**src/rtl/mnist_argmax_if.sv**
```systemverilog
// Handshake bundle between the neural-net layer, the argmax classifier and its consumer.
// The margin signal exists only when MNIST_ARGMAX_MARGIN_EN is defined.
interface mnist_argmax_if #(
  parameter int BIT_WIDTH = 8,
  parameter int NUM_CLASS = 10
);
  localparam int IDX_W = (NUM_CLASS > 1) ? $clog2(NUM_CLASS) : 1;

  logic                                in_valid;
  logic                                in_ready;
  logic [NUM_CLASS-1:0][BIT_WIDTH-1:0] scores;
  logic                                out_valid;
  logic                                out_ready;
  logic [IDX_W-1:0]                    class_idx;
  logic [BIT_WIDTH-1:0]                max_score;
`ifdef MNIST_ARGMAX_MARGIN_EN
  logic [BIT_WIDTH:0]                  margin;
`endif

  modport master (
    output in_valid,
    output scores,
    output out_ready,
    input  in_ready,
    input  out_valid,
    input  class_idx,
`ifdef MNIST_ARGMAX_MARGIN_EN
    input  margin,
`endif
    input  max_score
  );

  modport slave (
    input  in_valid,
    input  scores,
    input  out_ready,
    output in_ready,
    output out_valid,
    output class_idx,
`ifdef MNIST_ARGMAX_MARGIN_EN
    output margin,
`endif
    output max_score
  );
endinterface

```
**src/rtl/mnist_argmax.sv**
```systemverilog
// Sequential argmax over a captured vector of signed class scores, one class per cycle.
// Define MNIST_ARGMAX_MARGIN_EN to also track the runner-up and report the best-vs-second margin.
module mnist_argmax #(
  parameter int BIT_WIDTH = 8,
  parameter int NUM_CLASS = 10
) (
  input logic           clk,
  input logic           rst_n,
  mnist_argmax_if.slave bus
);
  localparam int IDX_W = (NUM_CLASS > 1) ? $clog2(NUM_CLASS) : 1;

  localparam logic [1:0] StIdle = 2'd0;
  localparam logic [1:0] StScan = 2'd1;
  localparam logic [1:0] StDone = 2'd2;

  logic [1:0]                          state_q, state_d;
  logic [NUM_CLASS-1:0][BIT_WIDTH-1:0] score_q, score_d;
  logic [IDX_W-1:0]                    ptr_q, ptr_d;
  logic [IDX_W-1:0]                    best_idx_q, best_idx_d;
  logic signed [BIT_WIDTH-1:0]         best_val_q, best_val_d;
  logic                                in_ready_q, in_ready_d;
  logic                                out_valid_q, out_valid_d;
  logic signed [BIT_WIDTH-1:0]         cand;
  logic                                last;

`ifdef MNIST_ARGMAX_MARGIN_EN
  localparam logic signed [BIT_WIDTH-1:0] MostNeg = {1'b1, {(BIT_WIDTH-1){1'b0}}};
  logic signed [BIT_WIDTH-1:0] sec_val_q, sec_val_d;
  logic [BIT_WIDTH:0]          margin_q, margin_d;
`endif

  assign cand = $signed(score_q[ptr_q]);
  assign last = (ptr_q == IDX_W'(NUM_CLASS - 1));

  always_comb begin
    state_d     = state_q;
    score_d     = score_q;
    ptr_d       = ptr_q;
    best_idx_d  = best_idx_q;
    best_val_d  = best_val_q;
    in_ready_d  = in_ready_q;
    out_valid_d = out_valid_q;
`ifdef MNIST_ARGMAX_MARGIN_EN
    sec_val_d   = sec_val_q;
    margin_d    = margin_q;
`endif
    unique case (state_q)
      StIdle: begin
        if (bus.in_valid && in_ready_q) begin
          score_d    = bus.scores;
          best_val_d = $signed(bus.scores[0]);
          best_idx_d = '0;
          ptr_d      = IDX_W'(1);
          in_ready_d = 1'b0;
`ifdef MNIST_ARGMAX_MARGIN_EN
          sec_val_d  = MostNeg;
`endif
          if (NUM_CLASS > 1) begin
            state_d = StScan;
          end else begin
            state_d     = StDone;
            out_valid_d = 1'b1;
`ifdef MNIST_ARGMAX_MARGIN_EN
            margin_d    = '0;
`endif
          end
        end
      end
      StScan: begin
        // Strictly greater only, so ties keep the lowest index.
        if (cand > best_val_q) begin
          best_val_d = cand;
          best_idx_d = ptr_q;
`ifdef MNIST_ARGMAX_MARGIN_EN
          sec_val_d  = best_val_q;
        end else if (cand > sec_val_q) begin
          sec_val_d  = cand;
`endif
        end
        if (last) begin
          state_d     = StDone;
          out_valid_d = 1'b1;
`ifdef MNIST_ARGMAX_MARGIN_EN
          // Uses the post-compare best/second so the last class is included.
          margin_d    = {best_val_d[BIT_WIDTH-1], best_val_d} -
                        {sec_val_d[BIT_WIDTH-1], sec_val_d};
`endif
        end else begin
          ptr_d = ptr_q + IDX_W'(1);
        end
      end
      StDone: begin
        if (bus.out_ready) begin
          state_d     = StIdle;
          out_valid_d = 1'b0;
          in_ready_d  = 1'b1;
        end
      end
      default: begin
        state_d     = StIdle;
        out_valid_d = 1'b0;
        in_ready_d  = 1'b1;
      end
    endcase
  end

  always_ff @(posedge clk or negedge rst_n) begin
    if (!rst_n) begin
      state_q     <= StIdle;
      score_q     <= '0;
      ptr_q       <= '0;
      best_idx_q  <= '0;
      best_val_q  <= '0;
      in_ready_q  <= 1'b1;
      out_valid_q <= 1'b0;
`ifdef MNIST_ARGMAX_MARGIN_EN
      sec_val_q   <= MostNeg;
      margin_q    <= '0;
`endif
    end else begin
      state_q     <= state_d;
      score_q     <= score_d;
      ptr_q       <= ptr_d;
      best_idx_q  <= best_idx_d;
      best_val_q  <= best_val_d;
      in_ready_q  <= in_ready_d;
      out_valid_q <= out_valid_d;
`ifdef MNIST_ARGMAX_MARGIN_EN
      sec_val_q   <= sec_val_d;
      margin_q    <= margin_d;
`endif
    end
  end

  assign bus.in_ready  = in_ready_q;
  assign bus.out_valid = out_valid_q;
  assign bus.class_idx = best_idx_q;
  assign bus.max_score = best_val_q;
`ifdef MNIST_ARGMAX_MARGIN_EN
  assign bus.margin    = margin_q;
`endif

endmodule

```
**src/flat_wrapper.sv**
```systemverilog
// flat-port wrapper written by rule: the top's interface ports become plain ports
module mnist_argmax_flat 
#(
  parameter int BIT_WIDTH = 8,
  parameter int NUM_CLASS = 10
)
  (clk, rst_n, bus_in_valid, bus_scores, bus_out_ready, bus_in_ready, bus_out_valid, bus_class_idx, bus_max_score);
  mnist_argmax_if #(.BIT_WIDTH(BIT_WIDTH), .NUM_CLASS(NUM_CLASS)) bus_i ();
  input logic clk;
  input logic rst_n;
  input wire logic [$bits(bus_i.in_valid)-1:0] bus_in_valid;
  input wire logic [$bits(bus_i.scores)-1:0] bus_scores;
  input wire logic [$bits(bus_i.out_ready)-1:0] bus_out_ready;
  output wire logic [$bits(bus_i.in_ready)-1:0] bus_in_ready;
  output wire logic [$bits(bus_i.out_valid)-1:0] bus_out_valid;
  output wire logic [$bits(bus_i.class_idx)-1:0] bus_class_idx;
  output wire logic [$bits(bus_i.max_score)-1:0] bus_max_score;
  assign bus_i.in_valid = bus_in_valid;
  assign bus_i.scores = bus_scores;
  assign bus_i.out_ready = bus_out_ready;
  assign bus_in_ready = bus_i.in_ready;
  assign bus_out_valid = bus_i.out_valid;
  assign bus_class_idx = bus_i.class_idx;
  assign bus_max_score = bus_i.max_score;
  mnist_argmax #(.BIT_WIDTH(BIT_WIDTH), .NUM_CLASS(NUM_CLASS)) u_core (.clk(clk), .rst_n(rst_n), .bus(bus_i));
endmodule
```
**config.mk**
```make
export PLATFORM = sky130hd
export DESIGN_NAME = mnist_argmax_flat
export DESIGN_NICKNAME = d
export VERILOG_FILES = /design/src/rtl/mnist_argmax_if.sv /design/src/rtl/mnist_argmax.sv /design/src/flat_wrapper.sv
export SDC_FILE = /design/constraint.sdc
export NUM_CORES = 1
export LEC_CHECK = 0
export ABC_AREA = 1
export CAP_MARGIN = 30
export CORE_MARGIN = 5
export CORE_UTILIZATION = 40
export DETAILED_ROUTE_END_ITERATION = 10
export GPL_TIMING_DRIVEN = 1
export PLACE_DENSITY_LB_ADDON = 0.05
export SLEW_MARGIN = 20
export SYNTH_ARGS = -nofsm -noshare
export SYNTH_HDL_FRONTEND = slang
export SYNTH_SLANG_ARGS = --single-unit
```
**constraint.sdc**
```tcl
create_clock -name clk -period 4.7 [get_ports clk]
set_input_delay 0.705 -clock clk [delete_from_list [all_inputs] [get_ports clk]]
set_output_delay 0.705 -clock clk [all_outputs]
set_load 0.01 [all_outputs]
```
# ---- Word-level counts from Yosys, hierarchy flattened
# Cells that the tools add are included.
dict set report word_totals {
  regBits 100
  in_bits 84
  output_inout_bits 14
  elab_cells 59
}
dict set report classes {
  add_sub_neg 1
  magnitude_cmp 2
  eq_ne 8
  mux 21
  bitwise_logic 2
  reduce_logical 9
}
# op count
set op_table {}
lappend op_table {{binary-select mux 8 bit (select 4 bit)} 1}
lappend op_table {{two-way mux 8 bit} 3}
lappend op_table {{two-way mux 4 bit} 4}
lappend op_table {{case mux 4 bit (2 select lines)} 2}
lappend op_table {{case mux 8 bit (2 select lines)} 1}
lappend op_table {{AND reduction 3 bit} 5}
lappend op_table {{> comparator 8 bit} 1}
lappend op_table {{two-way mux 2 bit} 3}
lappend op_table {{inequality test 2 x 1 -> 1 bit (second input constant)} 3}
lappend op_table {{case mux 1 bit (3 select lines)} 2}
lappend op_table {{case mux 2 bit (3 select lines)} 1}
lappend op_table {{< comparator 4 x 5 -> 1 bit (second input constant)} 1}
lappend op_table {{adder 4 x 1 -> 4 bit (second input constant)} 1}
lappend op_table {{equality test 4 bit (second input constant)} 1}
lappend op_table {{two-way mux 1 bit} 4}
lappend op_table {{inequality test 2 bit (second input constant)} 2}
lappend op_table {{equality test 2 x 1 -> 1 bit (second input constant)} 1}
lappend op_table {{equality test 2 bit (second input constant)} 1}
lappend op_table {{logical NOT 2 bit} 1}
lappend op_table {{inverter 1 bit} 2}
lappend op_table {{AND reduction 2 bit} 1}
lappend op_table {{nonzero test 2 bit} 1}
lappend op_table {{logical AND 1 bit} 1}

# ---- Longest topological paths before layout
dict set report logic_depth {
  word_depth 5
  mapped_depth 23
  mapped_depth_nobuf 20
}

# ---- Least setup slack after synthesis
# No wires, ideal clock.
dict set report synth_timing {
  path_kind {reg-to-reg}
  startpoint {register u_core.ptr_q[0]}
  endpoint {register u_core.best_val_q[0], in the netlist u_core.bus.max_score[0]}
  setup_ps 117
  t_arrival_ps 2110
  required_ps 4583
  slack_ps 2473
  stages_incl_launch_ff 18
  synth_period_minus_slack_ps 2227
  path_cell_list {dfrtp_1 -> buf_4 -> inv_2 -> buf_6 -> nand2_1 -> nand3_1 -> nand3_1 -> nand3_1 -> nand2_1 -> ha_1 -> a21o_1 -> nor2_1 -> nand2_1 -> nand2_1 -> nand3_2 -> buf_2 -> nand3_1 -> nand2_1}
}
dict set report synth_between {
  elab_chain_cells 5
  word_cells_on_any_way 7
}
# element line
set synth_rtl {}
lappend synth_rtl {{start: declaration} mnist_argmax.sv:19} ;# logic [IDX_W-1:0] ptr_q, ptr_d;
lappend synth_rtl {{start signal: assignment} mnist_argmax.sv:124} ;# ptr_q <= ptr_d;
lappend synth_rtl {{binary-select mux 8 bit (select 4 bit) (*)} mnist_argmax.sv:33} ;# assign cand = $signed(score_q[ptr_q]);
lappend synth_rtl {{two-way mux 8 bit (implied by the code) (*)} mnist_argmax.sv:33}
lappend synth_rtl {{> comparator 8 bit} mnist_argmax.sv:72} ;# if (cand > best_val_q) begin
lappend synth_rtl {{inequality test 2 x 1 -> 1 bit (no line)} -}
lappend synth_rtl {{AND reduction 3 bit (no line)} -}
lappend synth_rtl {{end signal: assignment} mnist_argmax.sv:126} ;# best_val_q <= best_val_d;
lappend synth_rtl {{end: declaration} mnist_argmax.sv:21} ;# logic signed [BIT_WIDTH-1:0] best_val_q, best_val_d;
# Mark *: on every way between the ends. The rest lies on a longest branch, timed or not. The select of a mux whose other input is x is not followed.
# A chain may end at the register's enable or synchronous reset.

# ---- Final worst setup path
# Ends and elaborated chain as after synthesis.

==> impl_metrics.py <==
metrics = {
    "run_status": {
        "outcome": "completed",
    },
    "global_route": {
        "antenna_found_initial": 0,
        "gr-usage-all-layers_pct": 19.37,
        "gr-total-overflow": 0,
        "first_global_vias": 4537,
        "grt_pass1_wl_um": 23000,
        "grt_max_degree": 75,
    },
    "cts": {
        "root_buffer": "clkbuf_16",
        "cts-resized-gates": 0,
        "cts_tree": "built",
        "cts.sinks": 100,
        "cts.clk_slew.worst_paths_ns": 0.07,
        "cts_made_buffers": 9,
        "hold_buffers": 0,
        "clock_latency_ns": 0.34,
        "cts_max_level": 3,
        "cts_buffer_depth": 2,
        "post_cts_buffers": 0,
    },
    "cells_and_area": {
        "nets": 856,
        "final_cells": 939,
        "syn_to_final_growth_pct": 25.07,
        "antenna_cells": 0,
        "nFillCells": 1276,
        "drive_gt1_share_pct": 4.042,
    },
    "timing": {
        "hold_viol_final": 0,
        "setup_tns_ns": 0,
        "maxSlewHeadroom_pct": 45.98,
        "finalMaxSlewViolations": 0,
        "rsz0062_at_grt": "no",
        "setup_viol": 0,
        "period_share_pct": 67.68,
        "fin_hold_ws_ns": 0.4491,
        "timing.fmax_ghz": 0.3144,
        "skew_ns": 0.007296,
        "finalCriticalPeriod_ns": 3.181,
        "worst_slew_pin_slew_ns": 0.8103,
    },
    "power_and_ir_drop": {
        "power_per_cell_area_nw_per_um2": 655.3,
        "total_leakage_power_uw": 0.003202,
        "total_power_uw": 4173,
        "max-vdd-ir-drop_uv": 274.1,
    },
    "detailed_routing": {
        "drt-total-wl_um": 13710,
        "route.vias.total": 4409,
        "via_per_inst": 4.695,
        "firstDrtPassIters": 4,
        "met2_length_um": 6121,
        "route.detailed.drc": 0,
        "wl_per_cell_um": 14.60,
        "drtIter0Drc": 308,
        "dr_wl_met3_um": 727,
        "ant_nets": 0,
        "wl_met1_um": 6753,
        "highest_layer": "met4",
    },
    "worst_setup_path": {
        "endpoint_kind": "flop",
        "r2r_slack_ns": 1.52,
        "path_max_fanout": 33,
        "critical_path_class": "reg -> reg",
        "cp.required_ns": 4.98,
        "r2r_start": "u_core.ptr_q[0]$_DFFE_PN0P_",
        "start_kind": "flop",
        "arrival_ns": 3.46,
        "reg2reg_to": "u_core.bus.max_score[0]$_DFFE_PN0P_",
        "reg2regPathDepth": 15,
    },
    "placed_design": {
        "gp_congestion": 0.8356,
        "post-dp-hpwl_um": 9972,
        "portBuffers": 97,
        "dp.cells": 923,
    },
    "synthesis": {
        "synth_area_per_cell_um2": 7.411,
        "syn-cell-area_um2": 5091,
        "syn-num-nets": 781,
        "synth_edf_count": 0,
        "async_flop_share_pct": 100.0,
        "yosysUniqueCellTypes": 23,
        "synth_flop_cell": "dfrtp_1",
        "yosysWarnings": 0,
        "yosysSeqAreaShare_pct": 49.18,
        "syn_inst": 687,
        "synth_area_leaders": "dfrtp_1, nand2_1, nand3_1, o21ai_0, inv_1",
        "ys_seq_elements": 100,
        "synth_top_cell_area_share_pct": 48.66,
        "yosys.area.top_type": "dfrtp_1",
    },
    "die": {
        "die_width_um": 122.8,
        "core_um2": 12570,
        "die_area_um2": 15080,
        "rows": 41,
        "die_h_um": 122.8,
        "num_io_pins": 98,
        "start_util_pct": 40.51,
    },
    "job": {
        "drv_cap": 0,
    },
    "worst_hold_path": {
        "hold_path_class": "in -> async",
    },
}
cell usage in the layout (no fill, tap or decap), drive strengths merged:
cell type and instances:
clkdlybuf4s50 96, a221oi 1, nor2 28, o21a 1, o21ai 58, clkbuf 11, ha 10, dfrtp 99
a21oi 6, a21o 2, nand2 296, clkinv 6, inv 76, nand3 68, nor3 1, dfstp 1
buf 7
flip-flops by register name (all words and copies together), names as in the netlist:
signal and flops:
u_core.score_q 80, u_core.bus.out_valid 1, u_core.bus.class_idx 4, u_core.state_q 2
u_core.bus.max_score 8, u_core.bus.in_ready 1, u_core.ptr_q 4
cell usage after synthesis, types with 3 or more instances:
| master | n |
|---|---|
| a21oi_1 | 6 |
| buf_2 | 23 |
| buf_4 | 7 |
| buf_6 | 4 |
| clkbuf_2 | 3 |
| dfrtp_1 | 99 |
| ha_1 | 10 |
| inv_1 | 74 |
| inv_2 | 3 |
| nand2_1 | 295 |
| nand3_1 | 66 |
| nor2_1 | 27 |
| o21ai_0 | 58 |
worst max path at each step:
stage / start / endpoint / slack [ns] / depth (start not counted)
floorplan: u_core.ptr_q[0]$_DFFE_PN0P_ / u_core.bus.max_score[0]$_DFFE_PN0P_ / 2.47 / 17
global placement: u_core.ptr_q[0]$_DFFE_PN0P_ / u_core.bus.max_score[7]$_DFFE_PN0P_ / 1.66 / 15
detailed placement: u_core.ptr_q[0]$_DFFE_PN0P_ / u_core.bus.class_idx[2]$_DFFE_PN0P_ / 1.57 / 15
CTS: u_core.ptr_q[0]$_DFFE_PN0P_ / u_core.bus.class_idx[2]$_DFFE_PN0P_ / 1.52 / 15
global route: u_core.ptr_q[0]$_DFFE_PN0P_ / u_core.bus.max_score[7]$_DFFE_PN0P_ / 1.13 / 15
finish: u_core.ptr_q[0]$_DFFE_PN0P_ / u_core.bus.max_score[0]$_DFFE_PN0P_ / 1.52 / 15
worst max-delay path, stage by stage, from the launching register on:
cell,delay [ns]
dfrtp_1,0.57
inv_2,0.51
nand2_1,0.09
nand3_1,0.13
nand3_1,0.11
nand3_1,0.15
nand2_1,0.09
ha_1,0.35
nand2_1,0.10
nor2_1,0.16
nand2_1,0.09
nand3_1,0.08
nand3_2,0.25
nand2_2,0.29
nand2_1,0.09
nand2_1,0.06
cell type report:
| type | instances | area, um2 | share of cell area (%) |
|---|---|---|---|
| clock buffer | 11 | 232.7 | 3.655 |
| clock inverter | 5 | 28.78 | 0.4520 |
| inverter | 77 | 290.3 | 4.559 |
| multi-input combinational | 471 | 2063 | 32.40 |
| sequential | 100 | 2504 | 39.32 |
| tap | 172 | 215.2 | 3.380 |
| timing repair buffer | 103 | 1033 | 16.23 |
metal layers:
metal  vias up  track usage (%)
met4         0            4.129
met1      2030            28.74
met5         -                0
met3         7            3.456
li1       2264                -
met2       108            29.69
cells by family after synthesis:
group	count (synthesis)	share of synthesized area (%)
fa+ha+maj	10	2.458
compound gates	68	6.906
buf+inv	116	10.30
simple gates	393	31.16
flops	100	49.18
where the power goes:
| group | internal (uW) | leakage, uW | switching, uW |
|---|---|---|---|
| registers | 1270 | 0.00124 | 200 |
| logic | 747 | 0.00183 | 1270 |
| clock network | 357 | 0.000133 | 323 |
metrics by stage:
step | instance area [um2] | setup WS [ns] | utilization, %
finish | 6367 | 1.519 | 50.66
global route | 6367 | 1.132 | 50.66
CTS | 6367 | 1.524 | 50.66
detailed placement | 6106 | 1.567 | 48.58
global placement | 6078 | 1.655 | 48.36
floorplan | 5091 | 2.473 | -
(Power assumes the default switching activity.)
